File: config.mk
export PLATFORM = sky130hd
export DESIGN_NAME = capture_ctrl
export DESIGN_NICKNAME = d
export VERILOG_FILES = /design/src/rtl/capture_ctrl_pkg.sv /design/src/rtl/capture_cnt.sv /design/src/rtl/capture_ctrl.sv
export SDC_FILE = /design/constraint.sdc
export NUM_CORES = 1
export LEC_CHECK = 0
export ABC_AREA = 1
export CORE_MARGIN = 8
export CORE_UTILIZATION = 50
export CTS_CLUSTER_DIAMETER = 150
export DETAILED_ROUTE_END_ITERATION = 7
export GPL_ROUTABILITY_DRIVEN = 0
export GPL_TIMING_DRIVEN = 0
export HOLD_SLACK_MARGIN = 0.03
export PLACE_DENSITY = 0.72
export SLEW_MARGIN = 10
export SYNTH_ARGS = -nofsm -noshare
export SYNTH_HDL_FRONTEND = slang
export SYNTH_SLANG_ARGS = --single-unit
File: constraint.sdc
create_clock -name clk_i -period 2.63 [get_ports clk_i]
set_clock_uncertainty 0.05 [all_clocks]
set_input_delay 0.263 -clock clk_i [delete_from_list [all_inputs] [get_ports clk_i]]
set_output_delay 0.263 -clock clk_i [all_outputs]
set_load 0.02 [all_outputs]
File: src/rtl/capture_ctrl_pkg.sv
// rtl/capture_ctrl_pkg.sv - shared types and constants for the capture sequencer
package capture_ctrl_pkg;

    // Capture sequencing states
    typedef enum logic [1:0] {
        ST_IDLE  = 2'd0,
        ST_ARMED = 2'd1,
        ST_DELAY = 2'd2,
        ST_READ  = 2'd3
    } capture_state_t;

    // Command decoder opcode that carries the read/delay count payload
    localparam logic [7:0] CMD_SET_CNT = 8'h81;

    // Samples represented by one unit of the read/delay count fields
    localparam int CNT_UNIT = 4;

endpackage

File: src/rtl/capture_cnt.sv
// rtl/capture_cnt.sv - loadable down-counter with zero/one flags
module capture_cnt #(
    parameter int CNT_W = 19
) (
    input  logic             clk_i,
    input  logic             rst_i,
    input  logic             clr_i,
    input  logic             load_i,
    input  logic [CNT_W-1:0] load_val_i,
    input  logic             dec_i,
    output logic             zero_o,
    output logic             one_o
);

    logic [CNT_W-1:0] cnt;

    // Count register: clear beats load, load beats decrement; never wraps below zero
    always_ff @(posedge clk_i) begin
        if (rst_i || clr_i) begin
            cnt <= '0;
        end else if (load_i) begin
            cnt <= load_val_i;
        end else if (dec_i && (cnt != '0)) begin
            cnt <= cnt - CNT_W'(1);
        end
    end

    assign zero_o = (cnt == '0);
    assign one_o  = (cnt == CNT_W'(1));

endmodule

File: src/rtl/capture_ctrl.sv
// rtl/capture_ctrl.sv - arm/trigger/post-delay/readout sequencer for the sample RAM
module capture_ctrl
    import capture_ctrl_pkg::*;
#(
    parameter int ADDR_W = 12,
    parameter int CNT_W  = 19
) (
    input  logic              clk_i,
    input  logic              rst_i,
    input  logic [31:0]       cmd_i,
    input  logic              set_cnt_i,
    input  logic              exec_i,
    input  logic              arm_i,
    input  logic              run_i,
    input  logic              stb_i,
    input  logic              tx_ready_i,
    output logic              we_o,
    output logic [ADDR_W-1:0] waddr_o,
    output logic              rd_o,
    output logic [ADDR_W-1:0] raddr_o,
    output logic              armed_o,
    output logic              triggered_o,
    output logic              done_o
);

    // Buffer depth expressed in counter units, used to clamp the readout length
    localparam logic [CNT_W-1:0] DEPTH_C = CNT_W'(1) << ADDR_W;
    localparam logic [CNT_W-1:0] UNIT_C  = CNT_W'(CNT_UNIT);

    capture_state_t state, state_nxt;

    logic [ADDR_W-1:0] wptr, rptr;
    logic [CNT_W-1:0]  r_delay, r_read;
    logic [CNT_W-1:0]  delay_req, read_raw, read_req;
    logic              done_q;

    logic cfg_en, capturing, wr_en, rd_en, rearm, trig, delay_end, read_end;
    logic dcnt_zero, dcnt_one, rcnt_zero, rcnt_one;

    // Count fields are in units of CNT_UNIT samples, stored as field+1
    assign delay_req = (CNT_W'(cmd_i[31:16]) + CNT_W'(1)) * UNIT_C;
    assign read_raw  = (CNT_W'(cmd_i[15:0])  + CNT_W'(1)) * UNIT_C;
    assign read_req  = (read_raw > DEPTH_C) ? DEPTH_C : read_raw;

    // Event decode shared by the FSM, counters and pointers
    always_comb begin
        cfg_en    = exec_i & set_cnt_i & (state == ST_IDLE);
        capturing = (state == ST_ARMED) || (state == ST_DELAY);
        wr_en     = capturing & stb_i;
        rd_en     = (state == ST_READ) & tx_ready_i;
        rearm     = capturing & arm_i;
        trig      = (state == ST_ARMED) & run_i & ~arm_i;
        // A counter should never sit at zero in DELAY/READ; treat zero as final
        delay_end = (state == ST_DELAY) & stb_i & ~arm_i & (dcnt_one | dcnt_zero);
        read_end  = rd_en & (rcnt_one | rcnt_zero);
    end

    // Post-trigger delay counter, counts strobes after the trigger sample
    capture_cnt #(.CNT_W(CNT_W)) u_delay_cnt (
        .clk_i      (clk_i),
        .rst_i      (rst_i),
        .clr_i      (rearm),
        .load_i     (trig),
        .load_val_i (r_delay),
        .dec_i      ((state == ST_DELAY) & stb_i),
        .zero_o     (dcnt_zero),
        .one_o      (dcnt_one)
    );

    // Readout counter, counts accepted transmitter reads
    capture_cnt #(.CNT_W(CNT_W)) u_read_cnt (
        .clk_i      (clk_i),
        .rst_i      (rst_i),
        .clr_i      (1'b0),
        .load_i     (delay_end),
        .load_val_i (r_read),
        .dec_i      (rd_en),
        .zero_o     (rcnt_zero),
        .one_o      (rcnt_one)
    );

    // State register
    always_ff @(posedge clk_i) begin
        if (rst_i) begin
            state <= ST_IDLE;
        end else begin
            state <= state_nxt;
        end
    end

    // Next-state logic: re-arm has priority over trigger and delay completion
    always_comb begin
        state_nxt = state;
        case (state)
            ST_IDLE: begin
                if (arm_i) state_nxt = ST_ARMED;
            end
            ST_ARMED: begin
                if (arm_i)      state_nxt = ST_ARMED;
                else if (run_i) state_nxt = ST_DELAY;
            end
            ST_DELAY: begin
                if (arm_i)          state_nxt = ST_ARMED;
                else if (delay_end) state_nxt = ST_READ;
            end
            ST_READ: begin
                if (read_end) state_nxt = ST_IDLE;
            end
            default: state_nxt = ST_IDLE;
        endcase
    end

    // Output decode; everything is forced low while reset is held
    always_comb begin
        we_o        = 1'b0;
        waddr_o     = '0;
        rd_o        = 1'b0;
        raddr_o     = '0;
        armed_o     = 1'b0;
        triggered_o = 1'b0;
        done_o      = 1'b0;
        if (!rst_i) begin
            we_o        = wr_en;
            waddr_o     = wptr;
            rd_o        = rd_en;
            raddr_o     = rptr;
            armed_o     = capturing;
            triggered_o = (state == ST_DELAY) || (state == ST_READ);
            done_o      = done_q;
        end
    end

    // Count configuration, write/read pointers and the done pulse
    always_ff @(posedge clk_i) begin
        if (rst_i) begin
            wptr    <= '0;
            rptr    <= '0;
            r_delay <= UNIT_C;
            r_read  <= UNIT_C;
            done_q  <= 1'b0;
        end else begin
            if (cfg_en) begin
                r_delay <= delay_req;
                r_read  <= read_req;
            end
            if (wr_en) begin
                wptr <= wptr + ADDR_W'(1);
            end
            // Readout starts at the newest sample, i.e. the address just written
            if (delay_end) begin
                rptr <= wptr;
            end else if (rd_en) begin
                rptr <= rptr - ADDR_W'(1);
            end
            done_q <= read_end;
        end
    end

endmodule

# --- After elaboration in Yosys (flattened, before gate mapping) ---
# Index checks and enable logic that the tools add are counted.
op_classes:
  n_eq_ne: 9
  muxes: 21
  order_cmp: 1
  addsub: 6
  bitwise: 14
  reduce_logical: 14
op_table:
  columns: ["op", "count"]
  rows:
  - ["$mux W19", 5]
  - ["$mux W12", 4]
  - ["$eq A19 B1 Y1 const B", 2]
  - ["$logic_not A19 Y1", 2]
  - ["$reduce_bool A19 Y1", 2]
  - ["$sub A19 B1 Y19 const B", 2]
  - ["$add A16 B1 Y17 const B", 2]
  - ["$gt A19 B13 Y1 const B", 1]
  - ["$add A12 B1 Y12 const B", 1]
  - ["$mux W2", 6]
  - ["$sub A12 B1 Y12 const B", 1]
  - ["$and A1 B1 Y1", 11]
  - ["$pmux W2 S4", 1]
  - ["$ne A3 B3 Y1 const B", 2]
  - ["$reduce_bool A2 Y1", 3]
  - ["$mux W1", 5]
  - ["$eq A2 B2 Y1 const B", 2]
  - ["$ne A2 B2 Y1 const B", 2]
  - ["$reduce_and A4 Y1", 1]
  - ["$logic_or A1 B1 Y1", 3]
  - ["$eq A2 B1 Y1 const B", 1]
  - ["$logic_and A1 B1 Y1", 2]
  - ["$logic_not A2 Y1", 1]
  - ["$or A1 B1 Y1", 2]
  - ["$not A1 Y1", 1]
totals:
  wordCells: 73
  reg_bits: 101

# --- Longest topological paths before layout ---
logic_depth:
  word_depth: 7
  ltp_mapped: 13
  mapped_depth_nobuf: 13

# --- Modules after synthesis ---
# A second synthesis with hierarchy kept.
hier_totals:
  cells_unflattened: 1054
  area_unflattened_um2: 6571.3
by_module_without_submodules:
  columns: ["mod", "cells_per_inst", "instances", "area_each_um2"]
  rows:
  - ["capture_ctrl", 556, 1, 3580.9]
  - ["capture_cnt", 249, 2, 1495.2]

# --- Worst setup path after synthesis ---
# Ideal clock, no wire load.
synth_path:
  path_type: "register -> register"
  from: "reg state[0]"
  to: "reg wptr[8]"
  slack_ns: 0.769
  stages_incl_launch_ff: 12
  setup_ns: 0.119
  arrival_ns: 1.692
  path_buffers: 0
  path_cell_list: "dfxtp_1 -> inv_1 -> ha_1 -> nand2_1 -> nor2_1 -> inv_1 -> nor3_1 -> nand2_1 -> nor2_1 -> nand3_1 -> o21ai_0 -> a21oi_1"
synth_via:
  elab_chain_cells: 3
synth_rtl:
  columns: ["element", "line", "text"]
  rows:
  - ["start: declaration", "capture_ctrl.sv:30", "capture_state_t state, state_nxt;"]
  - ["start signal: assignment", "capture_ctrl.sv:87", "state <= state_nxt;"]
  - ["$eq A2 B1 Y1 or $eq A2 B2 Y1 (tied branches)", "capture_ctrl.sv:48", "capturing = (state == ST_ARMED) || (state == ST_DELAY);"]
  - ["$logic_or A1 B1 Y1 (*)", "capture_ctrl.sv:48", null]
  - ["$and A1 B1 Y1 (*)", "capture_ctrl.sv:49", "wr_en = capturing & stb_i;"]
  - ["end signal: assignment", "capture_ctrl.sv:147", "wptr <= wptr + ADDR_W'(1);"]
  - ["end: declaration", "capture_ctrl.sv:32", "logic [ADDR_W-1:0] wptr, rptr;"]
# Mark *: on every way between the ends. The rest lies on a longest branch, timed or not.
# A chain may end at the register's enable or synchronous reset.

# --- Worst setup path in the final report ---
layout_path:
  from: "reg state[1]"
  to: "out we_o"
layout_via:
  elab_chain_cells: 4
layout_rtl:
  columns: ["element", "line", "text"]
  rows:
  - ["$eq A2 B1 Y1 or $eq A2 B2 Y1 (tied branches)", "capture_ctrl.sv:48", null]
  - ["$logic_or A1 B1 Y1 (*)", "capture_ctrl.sv:48", null]
  - ["$and A1 B1 Y1 (*)", "capture_ctrl.sv:49", null]
  - ["$mux W1 (*)", "capture_ctrl.sv:122", "if (!rst_i) begin"]
  - ["end: declaration", "capture_ctrl.sv:17", "output logic we_o,"]
# Marks and branches as above.

==> results.cfg <==
[outcome]
status = finished clean

[yosys]
synth_seq_cells = 99
syn_area_per_cell_sq_um = 6.29
synth-xor-area-share_pct = 5.79
synth_compound_area_share_pct = 13.2
synth-simple-area-share_pct = 35.2
synth_top_area_share_pct = 32.0
synth_nets = 1041
seq_area_frac_synth_pct = 32.0
synth_warnings = 0
synth-async-reset-ratio_pct = 0
ys.flop_type = dfxtp_1
synth_cell_types = 34
synth_cells = 985
synth_top_family_by_area = simple AND/OR/NAND/NOR gates
synth-edff-count = 0
synthMuxAreaShare_pct = 0
netlist_area_sq_um = 6200
yosys.area.top_type = dfxtp_1
synthAdderAreaFrac_pct = 3.23
ys_top_cells_by_area = dfxtp_1 32%, nand2_1 13%, nor2_1 9.6%

[setup_path]
required_ps = 2320
critPathMaxStageDelay_ps = 620
crit_chain = inv_1 -> ha_1 -> nand2_1 -> nor2_1 -> clkdlybuf4s50_1
crit_path_end_kind = output port
worstPathArrival_ps = 2150
crit_fanout = 7
crit_slowest_cell = clkdlybuf4s50_1
crit_type = reg -> out
critPathLaunchType = flop

[global_route]
grt_start_max_net_pins = 17
grt.busiest_layer = met2
grt_pass1_vias = 5970
grt_pass1_wl_microns = 29300
grt_remaining_overflow = 0
grt_use_total_pct = 22.3
use_met1_pct = 29.6
grt_use_met3_pct = 4.70
use_met2_pct = 35.9
antenna_found_initial = 0

[clock_tree]
numClockSinks = 99
postCtsSetupRepairBufs = 0
cts_inserted_buffers = 9
cts_tree = done
clk-insertion-delay-late_ps = 360
cts_hold_buf = 0
htreeDepth = 3
cts_root_buffer = clkbuf_16
cts.clk_slew.worst_paths_ps = 70
cts_buffer_depth = 2

[min_path]
hold_class = reg -> reg

[drt]
vias_per_cell = 5.15
ant_nets = 0
wl_microns = 17600
drc = 0
vias = 6361
dr.pass1.iters = 5
drt_iter0_markers = 420
wl_per_cell_microns = 14.3

[sta]
fin_crit_ps = 2470
fin_crit_sh_pct = 93.8
fmax_mhz = 405
finalHoldViolCount = 0
rsz0062_at_grt = no
tightest_slew_ps = 671
holdWs_ps = 397
setup_violations = 0
fin_setup_tns_ps = 0
slew_headroom_pct = 54.9
slew_viol_final = 0

[die]
die_h_microns = 127
dieArea_sq_um = 16200
fp.coreArea_sq_um = 12100
start_util_pct = 51.4
die-width_microns = 127
rows = 40
io_pins = 69

[power_and_ir_drop]
power_w = 0.00634
powerDensity_nw_per_um2 = 860
vdd_ir_drop_max_mv = 0.422
p_leak_nw = 3.33

[final_layout]
final_common_cell = nand2_1
postLayoutCellArea_sq_um = 7370
fin_util_pct = 61.1
antenna_cells = 0
fillers = 1195
most-common-layout-cells = 211 x nand2_1, 158 x nor2_1, 130 x inv_1, 99 x dfxtp_1, 75 x nand3_1
area_delta_synth_final_pct = 18.9
nNetsFinal = 1119
layout-drive-gt1-share_pct = 4.49

[place]
io_buffer_count = 68
dp.final_hpwl_microns = 13400
dpl_cell_area_sq_um = 7090

[flow_run]
drv_cap = 0
-- synth_stat cells (5+ instances only) --
library cell and count:
clkbuf_1 17, or2_2 6, dfxtp_1 99, inv_1 130
inv_2 7, nand4_1 20, ha_1 16, nand3_1 75
nor2_1 158, nor3_1 28, a211oi_1 5, nand2_1 211
a21oi_1 64, xor2_1 34, o211ai_1 12, o21bai_1 6
o21ai_0 50, xnor2_1 7
-- report_power, final --
part,total (W),switching (W),internal (W)
registers,0.00187,0.000168,0.00170
clock network,0.00128,0.000613,0.000668
logic,0.00319,0.00200,0.00119
-- sequential cells by signal (all words and copies together) (netlist names) --
signal / count
r_delay: 17
state: 2
done_q: 1
u_read_cnt.cnt: 19
rptr: 12
r_read: 17
wptr: 12
u_delay_cnt.cnt: 19
-- kinds of logic (layout without fill, tap and decap cells) --
family,Yosys count,in the layout
compound gates,148,148
xor+xnor,41,41
fa+ha+maj,16,16
buf+inv,167,250
flops,99,99
simple gates,514,514
-- per-layer routing --
| metal | share of wire [%] | vias up |
|---|---|---|
| met5 | 0 | - |
| met4 | 1.2 | 0 |
| met3 | 5.4 | 14 |
| met2 | 45 | 160 |
| met1 | 48 | 2872 |
| li1 | - | 3315 |
-- cell type report --
type                       instances  area (sq um)  share of cell area, %
timing repair buffer              68           681                   9.24
inverter                         139           522                   7.08
clock inverter                     6          40.0                  0.543
tap                              168           210                   2.85
sequential                        99          1980                   26.9
buffer                            27           136                   1.85
clock buffer                      10           239                   3.24
multi-input combinational        719          3560                   48.3
-- worst max-delay path, delay by kind of cell, from the launching register on --
family	cells	cell delay, ps
fa+ha+maj	1	350
simple gates	2	330
flops	1	380
buf+inv	2	740
-- path summary, 6_finish.rpt --
kind | depth (start not counted) | from | end | slack [ps]
worst min register to register | 2 | r_read[18] | r_read[18] | 400
worst max-delay path | 5 | state[1] | we_o | 160
worst min-delay path | 2 | r_read[18] | r_read[18] | 400
worst max register to register | 13 | state[0] | rptr[6] | 350
-- metrics by stage --
step	std cells	setup WS [ps]
final	1236	163
after global routing	1236	83.4
after CTS	1237	19.5
after detailed placement	1221	-204
after global placement	1221	-206
after floorplan	985	769
-- timing repair --
item                       4_1_cts  5_1_grt
setup endpoints to repair       20       11
pin swaps                        0        0
resized for setup                2        2
No activity file was read; power rests on OpenSTA's default activity.
